$ cat config.mk
export PLATFORM = sky130hd
export DESIGN_NAME = core_sequencer_flat
export DESIGN_NICKNAME = d
export VERILOG_FILES = /design/src/rtl/core_seq_pkg.sv /design/src/rtl/core_sequencer_if.sv /design/src/rtl/core_seq_decode.sv /design/src/rtl/core_sequencer.sv /design/src/flat_wrapper.sv
export SDC_FILE = /design/constraint.sdc
export NUM_CORES = 1
export LEC_CHECK = 0
export BUFFER_PORTS_ARGS = -buffer_cell sky130_fd_sc_hd__buf_2
export CELL_PAD_IN_SITES_DETAIL_PLACEMENT = 0
export CELL_PAD_IN_SITES_GLOBAL_PLACEMENT = 2
export CORE_MARGIN = 2
export CORE_UTILIZATION = 23
export DETAILED_ROUTE_END_ITERATION = 8
export MAX_ROUTING_LAYER = met4
export PLACE_DENSITY = 0.73
export SYNTH_ARGS = -nofsm -noshare
export SYNTH_HDL_FRONTEND = slang
export SYNTH_SLANG_ARGS = --single-unit
$ cat constraint.sdc
create_clock -name clk -period 2.2 [get_ports clk]
set_input_delay 0 -clock clk [delete_from_list [all_inputs] [get_ports clk]]
set_output_delay 0 -clock clk [all_outputs]
set_load 0.005 [all_outputs]
$ cat src/rtl/core_seq_pkg.sv
// Shared encodings for the core sequencer: FSM states, opcodes, instruction
// classes and the imm_sel / wb_sel codes driven to the datapath.
package core_seq_pkg;

    typedef enum logic [2:0] {
        ST_FETCH  = 3'd0,
        ST_DECODE = 3'd1,
        ST_EXEC   = 3'd2,
        ST_MEM    = 3'd3,
        ST_WB     = 3'd4,
        ST_TRAP   = 3'd5
    } state_t;

    typedef enum logic [2:0] {
        CLS_R      = 3'd0,
        CLS_I      = 3'd1,
        CLS_LOAD   = 3'd2,
        CLS_STORE  = 3'd3,
        CLS_BRANCH = 3'd4
    } instr_class_t;

    localparam logic [6:0] OP_R      = 7'b0110011;
    localparam logic [6:0] OP_I      = 7'b0010011;
    localparam logic [6:0] OP_LOAD   = 7'b0000011;
    localparam logic [6:0] OP_STORE  = 7'b0100011;
    localparam logic [6:0] OP_BRANCH = 7'b1100011;

    localparam logic [1:0] IMM_I  = 2'd0;
    localparam logic [1:0] IMM_S  = 2'd1;
    localparam logic [1:0] IMM_B  = 2'd2;
    localparam logic [1:0] WB_ALU = 2'd0;
    localparam logic [1:0] WB_MEM = 2'd1;

    // Immediate format used by each class; R-type does not read it.
    function automatic logic [1:0] imm_sel_for(input instr_class_t c);
        logic [1:0] sel;
        case (c)
            CLS_STORE:  sel = IMM_S;
            CLS_BRANCH: sel = IMM_B;
            default:    sel = IMM_I;
        endcase
        return sel;
    endfunction

endpackage

$ cat src/rtl/core_sequencer_if.sv
// Control bus between the core sequencer (master) and the datapath/memories (slave).
interface core_sequencer_if;

    logic       imem_ready;
    logic       dmem_ready;
    logic [6:0] opcode;
    logic       branch_taken;
    logic       imem_req;
    logic       ir_write;
    logic       dmem_req;
    logic       dmem_we;
    logic       reg_write;
    logic       op_b;
    logic       pc_write;
    logic       pc_src;
    logic [1:0] imm_sel;
    logic [1:0] wb_sel;
    logic       trap;
    logic [2:0] state;

    modport master (
        input  imem_ready, dmem_ready, opcode, branch_taken,
        output imem_req, ir_write, dmem_req, dmem_we, reg_write, op_b,
               pc_write, pc_src, imm_sel, wb_sel, trap, state
    );

    modport slave (
        output imem_ready, dmem_ready, opcode, branch_taken,
        input  imem_req, ir_write, dmem_req, dmem_we, reg_write, op_b,
               pc_write, pc_src, imm_sel, wb_sel, trap, state
    );

endinterface

$ cat src/rtl/core_seq_decode.sv
// Combinational opcode classifier: maps opcode[6:0] to an instruction class
// and flags anything outside the supported set as illegal.
module core_seq_decode
    import core_seq_pkg::*;
(
    input  logic [6:0]   opcode,
    output instr_class_t iclass,
    output logic         illegal
);

    // Opcode to class lookup.
    always_comb begin
        iclass  = CLS_R;
        illegal = 1'b0;
        case (opcode)
            OP_R:      iclass = CLS_R;
            OP_I:      iclass = CLS_I;
            OP_LOAD:   iclass = CLS_LOAD;
            OP_STORE:  iclass = CLS_STORE;
            OP_BRANCH: iclass = CLS_BRANCH;
            default:   illegal = 1'b1;
        endcase
    end

endmodule

$ cat src/rtl/core_sequencer.sv
// Multi-cycle control FSM for a small RISC-V style core.
// Optional retired-instruction counter enabled by CORE_SEQ_RETIRE_CNT_EN.
module core_sequencer
    import core_seq_pkg::*;
#(
    parameter int CNT_W = 32
) (
    input  logic             clk,
    input  logic             rst,
`ifdef CORE_SEQ_RETIRE_CNT_EN
    output logic [CNT_W-1:0] retired,
`endif
    core_sequencer_if.master bus
);

    state_t       state_q;
    state_t       state_nx;
    instr_class_t iclass_q;
    instr_class_t iclass_nx;
    instr_class_t dec_class;
    logic         dec_illegal;

    logic       imem_req_raw;
    logic       ir_write_raw;
    logic       dmem_req_raw;
    logic       dmem_we_raw;
    logic       reg_write_raw;
    logic       op_b_raw;
    logic       pc_write_raw;
    logic       pc_src_raw;
    logic [1:0] imm_sel_raw;
    logic [1:0] wb_sel_raw;
    logic       trap_raw;

    core_seq_decode u_decode (
        .opcode  (bus.opcode),
        .iclass  (dec_class),
        .illegal (dec_illegal)
    );

    // State and latched instruction class.
    always_ff @(posedge clk or posedge rst) begin
        if (rst) begin
            state_q  <= ST_FETCH;
            iclass_q <= CLS_R;
        end else begin
            state_q  <= state_nx;
            iclass_q <= iclass_nx;
        end
    end

    // Next-state and control decode from state and latched class.
    always_comb begin
        state_nx      = state_q;
        iclass_nx     = iclass_q;
        imem_req_raw  = 1'b0;
        ir_write_raw  = 1'b0;
        dmem_req_raw  = 1'b0;
        dmem_we_raw   = 1'b0;
        reg_write_raw = 1'b0;
        op_b_raw      = 1'b0;
        pc_write_raw  = 1'b0;
        pc_src_raw    = 1'b0;
        imm_sel_raw   = IMM_I;
        wb_sel_raw    = WB_ALU;
        trap_raw      = 1'b0;
        case (state_q)
            ST_FETCH: begin
                imem_req_raw = 1'b1;
                if (bus.imem_ready) begin
                    ir_write_raw = 1'b1;
                    state_nx     = ST_DECODE;
                end else begin
                    state_nx = ST_FETCH;
                end
            end
            ST_DECODE: begin
                if (dec_illegal) begin
                    state_nx = ST_TRAP;
                end else begin
                    iclass_nx = dec_class;
                    state_nx  = ST_EXEC;
                end
            end
            ST_EXEC: begin
                op_b_raw    = (iclass_q != CLS_R) && (iclass_q != CLS_BRANCH);
                imm_sel_raw = imm_sel_for(iclass_q);
                case (iclass_q)
                    CLS_R, CLS_I:        state_nx = ST_WB;
                    CLS_LOAD, CLS_STORE: state_nx = ST_MEM;
                    CLS_BRANCH: begin
                        pc_write_raw = 1'b1;
                        pc_src_raw   = bus.branch_taken;
                        state_nx     = ST_FETCH;
                    end
                    default:             state_nx = ST_FETCH;
                endcase
            end
            ST_MEM: begin
                dmem_req_raw = 1'b1;
                dmem_we_raw  = (iclass_q == CLS_STORE);
                if (!bus.dmem_ready) begin
                    state_nx = ST_MEM;
                end else if (iclass_q == CLS_LOAD) begin
                    state_nx = ST_WB;
                end else begin
                    // A store retires straight out of MEM.
                    pc_write_raw = 1'b1;
                    state_nx     = ST_FETCH;
                end
            end
            ST_WB: begin
                reg_write_raw = 1'b1;
                pc_write_raw  = 1'b1;
                wb_sel_raw    = (iclass_q == CLS_LOAD) ? WB_MEM : WB_ALU;
                state_nx      = ST_FETCH;
            end
            ST_TRAP: begin
                trap_raw = 1'b1;
                state_nx = ST_TRAP;
            end
            default: state_nx = ST_FETCH;
        endcase
    end

    // Reset masks every output combinationally so requests drop in the same cycle.
    assign bus.imem_req  = imem_req_raw  & ~rst;
    assign bus.ir_write  = ir_write_raw  & ~rst;
    assign bus.dmem_req  = dmem_req_raw  & ~rst;
    assign bus.dmem_we   = dmem_we_raw   & ~rst;
    assign bus.reg_write = reg_write_raw & ~rst;
    assign bus.op_b      = op_b_raw      & ~rst;
    assign bus.pc_write  = pc_write_raw  & ~rst;
    assign bus.pc_src    = pc_src_raw    & ~rst;
    assign bus.imm_sel   = imm_sel_raw   & {2{~rst}};
    assign bus.wb_sel    = wb_sel_raw    & {2{~rst}};
    assign bus.trap      = trap_raw      & ~rst;
    assign bus.state     = state_q       & {3{~rst}};

`ifdef CORE_SEQ_RETIRE_CNT_EN
    logic [CNT_W-1:0] retired_q;

    // Retired-instruction counter, one step per pc_write pulse, wraps naturally.
    always_ff @(posedge clk or posedge rst) begin
        if (rst) begin
            retired_q <= {CNT_W{1'b0}};
        end else if (pc_write_raw) begin
            retired_q <= retired_q + {{(CNT_W-1){1'b0}}, 1'b1};
        end else begin
            retired_q <= retired_q;
        end
    end

    assign retired = retired_q & {CNT_W{~rst}};
`else
    logic cnt_w_unused;
    assign cnt_w_unused = (CNT_W > 0);
`endif

endmodule

$ cat src/flat_wrapper.sv
// flat-port wrapper written by rule: the top's interface ports become plain ports
module core_sequencer_flat import core_seq_pkg::*;
#(
    parameter int CNT_W = 32
)
  (clk, rst, bus_imem_ready, bus_dmem_ready, bus_opcode, bus_branch_taken, bus_imem_req, bus_ir_write, bus_dmem_req, bus_dmem_we, bus_reg_write, bus_op_b, bus_pc_write, bus_pc_src, bus_imm_sel, bus_wb_sel, bus_trap, bus_state);
  core_sequencer_if bus_i ();
  input  logic clk;
  input  logic rst;
  input wire logic [$bits(bus_i.imem_ready)-1:0] bus_imem_ready;
  input wire logic [$bits(bus_i.dmem_ready)-1:0] bus_dmem_ready;
  input wire logic [$bits(bus_i.opcode)-1:0] bus_opcode;
  input wire logic [$bits(bus_i.branch_taken)-1:0] bus_branch_taken;
  output wire logic [$bits(bus_i.imem_req)-1:0] bus_imem_req;
  output wire logic [$bits(bus_i.ir_write)-1:0] bus_ir_write;
  output wire logic [$bits(bus_i.dmem_req)-1:0] bus_dmem_req;
  output wire logic [$bits(bus_i.dmem_we)-1:0] bus_dmem_we;
  output wire logic [$bits(bus_i.reg_write)-1:0] bus_reg_write;
  output wire logic [$bits(bus_i.op_b)-1:0] bus_op_b;
  output wire logic [$bits(bus_i.pc_write)-1:0] bus_pc_write;
  output wire logic [$bits(bus_i.pc_src)-1:0] bus_pc_src;
  output wire logic [$bits(bus_i.imm_sel)-1:0] bus_imm_sel;
  output wire logic [$bits(bus_i.wb_sel)-1:0] bus_wb_sel;
  output wire logic [$bits(bus_i.trap)-1:0] bus_trap;
  output wire logic [$bits(bus_i.state)-1:0] bus_state;
  assign bus_i.imem_ready = bus_imem_ready;
  assign bus_i.dmem_ready = bus_dmem_ready;
  assign bus_i.opcode = bus_opcode;
  assign bus_i.branch_taken = bus_branch_taken;
  assign bus_imem_req = bus_i.imem_req;
  assign bus_ir_write = bus_i.ir_write;
  assign bus_dmem_req = bus_i.dmem_req;
  assign bus_dmem_we = bus_i.dmem_we;
  assign bus_reg_write = bus_i.reg_write;
  assign bus_op_b = bus_i.op_b;
  assign bus_pc_write = bus_i.pc_write;
  assign bus_pc_src = bus_i.pc_src;
  assign bus_imm_sel = bus_i.imm_sel;
  assign bus_wb_sel = bus_i.wb_sel;
  assign bus_trap = bus_i.trap;
  assign bus_state = bus_i.state;
  core_sequencer #(.CNT_W(CNT_W)) u_core (.clk(clk), .rst(rst), .bus(bus_i));
endmodule
==> results.ini, run 1 <==
[yosys]
netlist_area_sq_um=544
syn_avg_cell_area_sq_um=8.25
yosysSeqAreaShare=0.276
ys_types=35
synth.top_cell.area_share=0.276
yosys.area.top_type=dfrtp_1
synth_cells=66
async_flop_share=1.00
synth-main-ff-cell=dfrtp_1
yosysWarnings=0
synth_edf_count=0
synth-seq-cells=6
netlist_top_cells_area=dfrtp_1, nor2b_1, nand2b_1
synth_fp_nets=78

[sta]
worst_slack_ps=461
relSlewSlack=0.646
period_needed_ps=1740
skew_ps=5.21
fin_setup_tns_ps=0
fmax_ghz=0.575
setup_violations=0
fin_crit_sh=0.790
rsz0062_at_grt=false
finalMaxSlewViolations=0
tightest_slew_ps=523
hold_viol=0

[die]
die_w_um=52.6
fp.dieH_um=52.6
start_util=0.244
dieArea_sq_mm=0.00277
core_area_sq_mm=0.00223
rows=17
io_pins=28

[worst_setup_path]
reg2reg_to=u_core.iclass_q[1]
r2r-start=u_core.state_q[0]
path_class=flop to flop
worstPathCellList=or4b_4 -> a211oi_2 -> mux2_2
reg2reg_slack_ps=460
worstSetupStartpointType=flop
critPathRequiredTime_ps=2330
cpLargestDelayFamily=simple AND/OR/NAND/NOR gates
worst-path-buf-inv=0
rr_worst_depth=3
worstPathArrival_ps=1870
max_stage_delay_ps=540
slowest_stage=or4b_4
critical_path_peak_fanout=12
endpoint_kind=flop

[global_route]
overflow=0
grt_start_max_net_pins=13
antenna_found_initial=0
grt_pass1_wl_um=2260
grt_pass1_vias=515
grt_usage=0.114

[placement]
gp_congestion=0.741
dp_slack_ps=471
place_hpwl_um=1170
port_buffers=26

[layout]
multi_input_area_sq_um=353
mostFrequentLayoutCells=buf_2, nor2_1, dfrtp_1
final_nets=106
n_antenna_cell=0
nFillCells=254
synthToLayoutAreaGrowth_pct=31.5
drive_gt1_frac=0.359
seqCellArea_sq_um=150
final_common_cell=buf_2

[clock_tree]
cts-buffers-inserted=3
postCtsSetupBuffers=0
clkTransAtPathRegs_ps=50
cts.sink_count=6
clk_latency_ps=250
cts-resized-gates=0
clockBufferDepth=2
root_buffer=clkbuf_4
cts_tree=built
htreeDepth=1

[pwr]
p_per_area_mw_per_mm2=593
power.internal_w=0.000270
p_leak_nw=0.354
switchingPower_w=0.000154
swShare=0.363
ir_worst_vdd_uv=294
seqPwrFrac=0.441
p_clk_frac=0.244
p_comb_frac=0.315

[routing]
dr.pass1.iters=4
ant_nets=0
wirelength_um=1430
drt-initial-drc-count=5
drcViolationCount=0
wl_per_cell_um=11.9
avgViaCountPerCell=4.88
via_count=586

[worst_hold_path]
worstHoldStart=bus_imem_ready
min_path_cells=3
hold_path.class=input port to flop
holdPathEnd=u_core.state_q[0]

[status]
status=finished clean

[run]
maxCapViolCount=0

state kept, by name (all words and copies together) (netlist names):
| register | count |
|---|---|
| u_core.iclass_q | 3 |
| u_core.state_q | 3 |
per-layer routing:
layer / vias up / GRT usage / part of all wire
met5: - / - / 0
met4: 0 / 0.0513 / 0
met3: 0 / 0.0286 / 0.080
met2: 28 / 0.171 / 0.43
met1: 269 / 0.143 / 0.49
li1: 289 / - / -
cells by family (layout without fill, tap and decap cells):
logic type / Yosys count / in the layout / synth area share
xor+xnor: 1 / 1 / 0.0161
other cells: 1 / 1 / 0.00689
flops: 6 / 6 / 0.276
compound gates: 13 / 13 / 0.184
buf+inv: 8 / 34 / 0.0759
simple gates: 36 / 36 / 0.421
mux: 1 / 1 / 0.0207
through the flow:
| stage | area [sq um] | instances | power [W] | util | hold slack [ps] |
|---|---|---|---|---|---|
| 5_1_grt | 716 | 120 | 0.000460 | 0.320 | 138 |
| 3_5_place_dp | 683 | 116 | 0.000322 | 0.306 | -3.94 |
| 4_1_cts | 716 | 120 | 0.000429 | 0.320 | 123 |
| 2_1_floorplan | 544 | 66 | 0.000268 | - | -201 |
| 6_report | 716 | 120 | 0.000424 | 0.320 | 125 |
| 3_3_place_gp | 683 | 116 | 0.000320 | 0.306 | 0.404 |
worst register-to-register path, cell delays in order, from the launching register on:
cell and delay [ps]:
dfrtp_1 530, or4b_4 540, a211oi_2 210, mux2_2 350
power by group through the flow:
stage / Clock [W] / Sequential, W / Combinational (W)
final: 0.000103 / 0.000187 / 0.000134
after global routing: 0.000116 / 0.000195 / 0.000149
after detailed placement: 0 / 0.000188 / 0.000133
after global placement: 0 / 0.000187 / 0.000134
after floorplan: 0 / 0.000165 / 0.000103
after CTS: 0.000106 / 0.000187 / 0.000136
layout make-up:
type,count,area share
multi-input cells,52,0.493
well taps,28,0.0490
clock buffers,3,0.0315
flip-flops and latches,6,0.210
repair buffers,27,0.196
inverters,4,0.0210
synthesized netlist by cell type (2+ instances only):
| cell | instances |
|---|---|
| nor2b_1 | 5 |
| clkbuf_1 | 2 |
| nor2_1 | 6 |
| inv_1 | 4 |
| nor3b_1 | 2 |
| dfrtp_1 | 6 |
| nor3_1 | 3 |
| and2_1 | 3 |
| o21ai_0 | 3 |
| nand2b_1 | 4 |
| nand3b_1 | 3 |
| o22a_1 | 2 |
worst max-delay path by stage:
stage,startpoint,endpoint,cells after the start
4_1_cts,u_core.state_q[0],u_core.iclass_q[1],3
6_report,u_core.state_q[0],u_core.iclass_q[1],3
3_3_place_gp,u_core.state_q[0],u_core.iclass_q[1],3
3_5_place_dp,u_core.state_q[0],u_core.iclass_q[1],3
2_1_floorplan,u_core.state_q[1],u_core.iclass_q[1],4
5_1_grt,u_core.state_q[0],bus_pc_write,4
what timing repair did:
action,in CTS,in global routing
hold endpoints to repair,6,0
endpoints found under the setup margin,0,0
hold buffers,1,0
Power figures use the tool's default switching activity.
==> inputs of run 2 (changes only) <==
clock period = 1.8 ns   (was 2.2 ns; I/O delays follow)
==> run 2 against run 1 <==
Clock power up 20%. Sequential share of layout area down 0.43 points. Worst setup slack worse by 300 ps. First-iteration DRC count down 20%. Hold slack better by 13 ps. Critical path type is now flop to output port. Largest cell class unchanged. Highest routed layer unchanged.
==> results.ini, run 2 (synthesized netlist as in run 1, its figures left out) <==
[layout]
n_antenna_cell=0  ; unchanged
final_nets=108  ; +1.9%
final_common_cell=buf_2
mostFrequentLayoutCells=buf_2, nor2_1, dfrtp_1
reg_top3=u_core.iclass_q (3), u_core.state_q (3)
synthToLayoutAreaGrowth_pct=34.3
drive_gt1_frac=0.372  ; +0.0136

[worst_setup_path]
reg2reg_to=u_core.iclass_q[1]
critPathRequiredTime_ps=1800  ; -530 ps
max_stage_delay_ps=480  ; -60 ps
path_class=flop to output port
rr_worst_depth=3  ; unchanged
endpoint_kind=output port
critical_path_peak_fanout=9  ; -3
worstSetupStartpointType=flop
slowest_stage=nor4bb_1
worstPathCellList=buf_4 -> nor4bb_1 -> o211a_1 -> or3_1 -> buf_2
cp.depth=5  ; +2
cp-endpoint=bus_pc_write
cpLargestDelayFamily=simple AND/OR/NAND/NOR gates
worstPathArrival_ps=1640  ; -230 ps
crit_start=u_core.state_q[1]
worst-path-buf-inv=2  ; +2
reg2reg_slack_ps=190  ; -270 ps
r2r-start=u_core.state_q[1]

[clock_tree]
cts-buffers-inserted=3  ; unchanged
postCtsSetupBuffers=0  ; unchanged
clkTransAtPathRegs_ps=50  ; about the same
htreeDepth=1  ; unchanged
clockBufferDepth=2  ; unchanged
clk_latency_ps=240  ; about the same
root_buffer=clkbuf_4
cts.sink_count=6  ; unchanged
cts_tree=built

[sta]
skew_ps=1.73  ; -3.48 ps
fin_hold_ws_ps=139  ; +13.5 ps
rsz0062_at_grt=false
hold_viol=0  ; unchanged
finalMaxSlewViolations=0  ; unchanged
fin_setup_tns_ps=0  ; unchanged
period_needed_ps=1640
setup_violations=0  ; unchanged
fmax_ghz=0.610
relSlewSlack=0.668  ; +0.0214
fin_crit_sh=0.911
tightest_slew_ps=492  ; -31.7 ps

[routing]
dr.pass1.iters=4  ; unchanged
ant_nets=0  ; unchanged
drcViolationCount=0  ; unchanged
wl_per_cell_um=12.3  ; +3.0%
drt-initial-drc-count=4  ; -1
avgViaCountPerCell=4.89  ; about the same
wirelength_um=1500  ; +4.8%
via_count=596  ; +1.7%

[placement]
port_buffers=26  ; unchanged
place_hpwl_um=1210  ; +3.8%
gp_congestion=0.774  ; +4.5%

[die]
core_area_sq_mm=0.00223  ; unchanged
start_util=0.244  ; unchanged
io_pins=28  ; unchanged
die_w_um=52.6  ; unchanged
rows=17  ; unchanged
fp.dieH_um=52.6  ; unchanged
dieArea_sq_mm=0.00277  ; unchanged

[pwr]
p_leak_nw=0.364  ; +2.8%
p_per_area_mw_per_mm2=726  ; +23%
ir_worst_vdd_uv=448  ; +52%

[run]
maxCapViolCount=0  ; unchanged

[global_route]
grt_usage=0.116  ; +0.00243
grt_pass1_vias=500  ; -2.9%
antenna_found_initial=0  ; unchanged
overflow=0  ; unchanged
grt_pass1_wl_um=2270  ; +0.62%
grt_start_max_net_pins=12  ; -1

[worst_hold_path]
hold_path.class=input port to flop
min_path_cells=2  ; -1

[status]
status=finished clean

==> run 2: cell count changes in the layout (fill, tap and decap cells not counted), sizes merged <==
cell  before  now
buf       26   28
==> run 2: where the power goes <==
part           internal, W  switching, W  total [W]  leakage, nW
clock            0.0000754     0.0000484   0.000124       0.0138
combinational    0.0000943     0.0000946   0.000189        0.277
sequential        0.000168     0.0000502   0.000218       0.0736
total             0.000338      0.000193   0.000531        0.364
==> run 2: through the flow <==
stage	power (W)	worst slack (ps)	util	cells	cell area (sq um)
after global placement	0.000405	217	0.313	118	698
after global routing	0.000571	44.5	0.327	122	731
after floorplan	0.000327	113	-	66	544
final	0.000531	161	0.327	122	731
after detailed placement	0.000409	200	0.313	118	698
after CTS	0.000539	147	0.327	122	731
==> run 2: area by class of cell <==
class                   count  area, sq um
flip-flops and latches      6          150
repair buffers             29          155
clock buffers               3         22.5
inverters                   4         15.0
fillers                   257         1500
well taps                  28         35.0
multi-input cells          52          353
==> run 2: what timing repair did <==
action	in CTS	in global routing
endpoints found under the hold margin	6	0
hold buffers	1	0
gates resized for setup	0	0
==> run 2: per-layer routing <==
layer | share of wire | routed length (um) | GRT usage | up-vias
met3 | 0.068 | 102 | 0.0257 | 0
li1 | - | - | - | 297
met2 | 0.45 | 668 | 0.177 | 23
met5 | 0 | 0 | - | -
met4 | 0 | 0 | 0.0385 | 0
met1 | 0.48 | 726 | 0.151 | 276
==> run 2: worst min path at each step <==
stage,start,to,slack (ps)
5_1_grt,bus_opcode[6],u_core.iclass_q[2],140
3_5_place_dp,rst,u_core.state_q[2],-2
4_1_cts,bus_opcode[6],u_core.iclass_q[2],130
2_1_floorplan,rst,u_core.iclass_q[0],-200
6_report,bus_opcode[6],u_core.iclass_q[2],140
3_3_place_gp,rst,u_core.iclass_q[1],-0.5
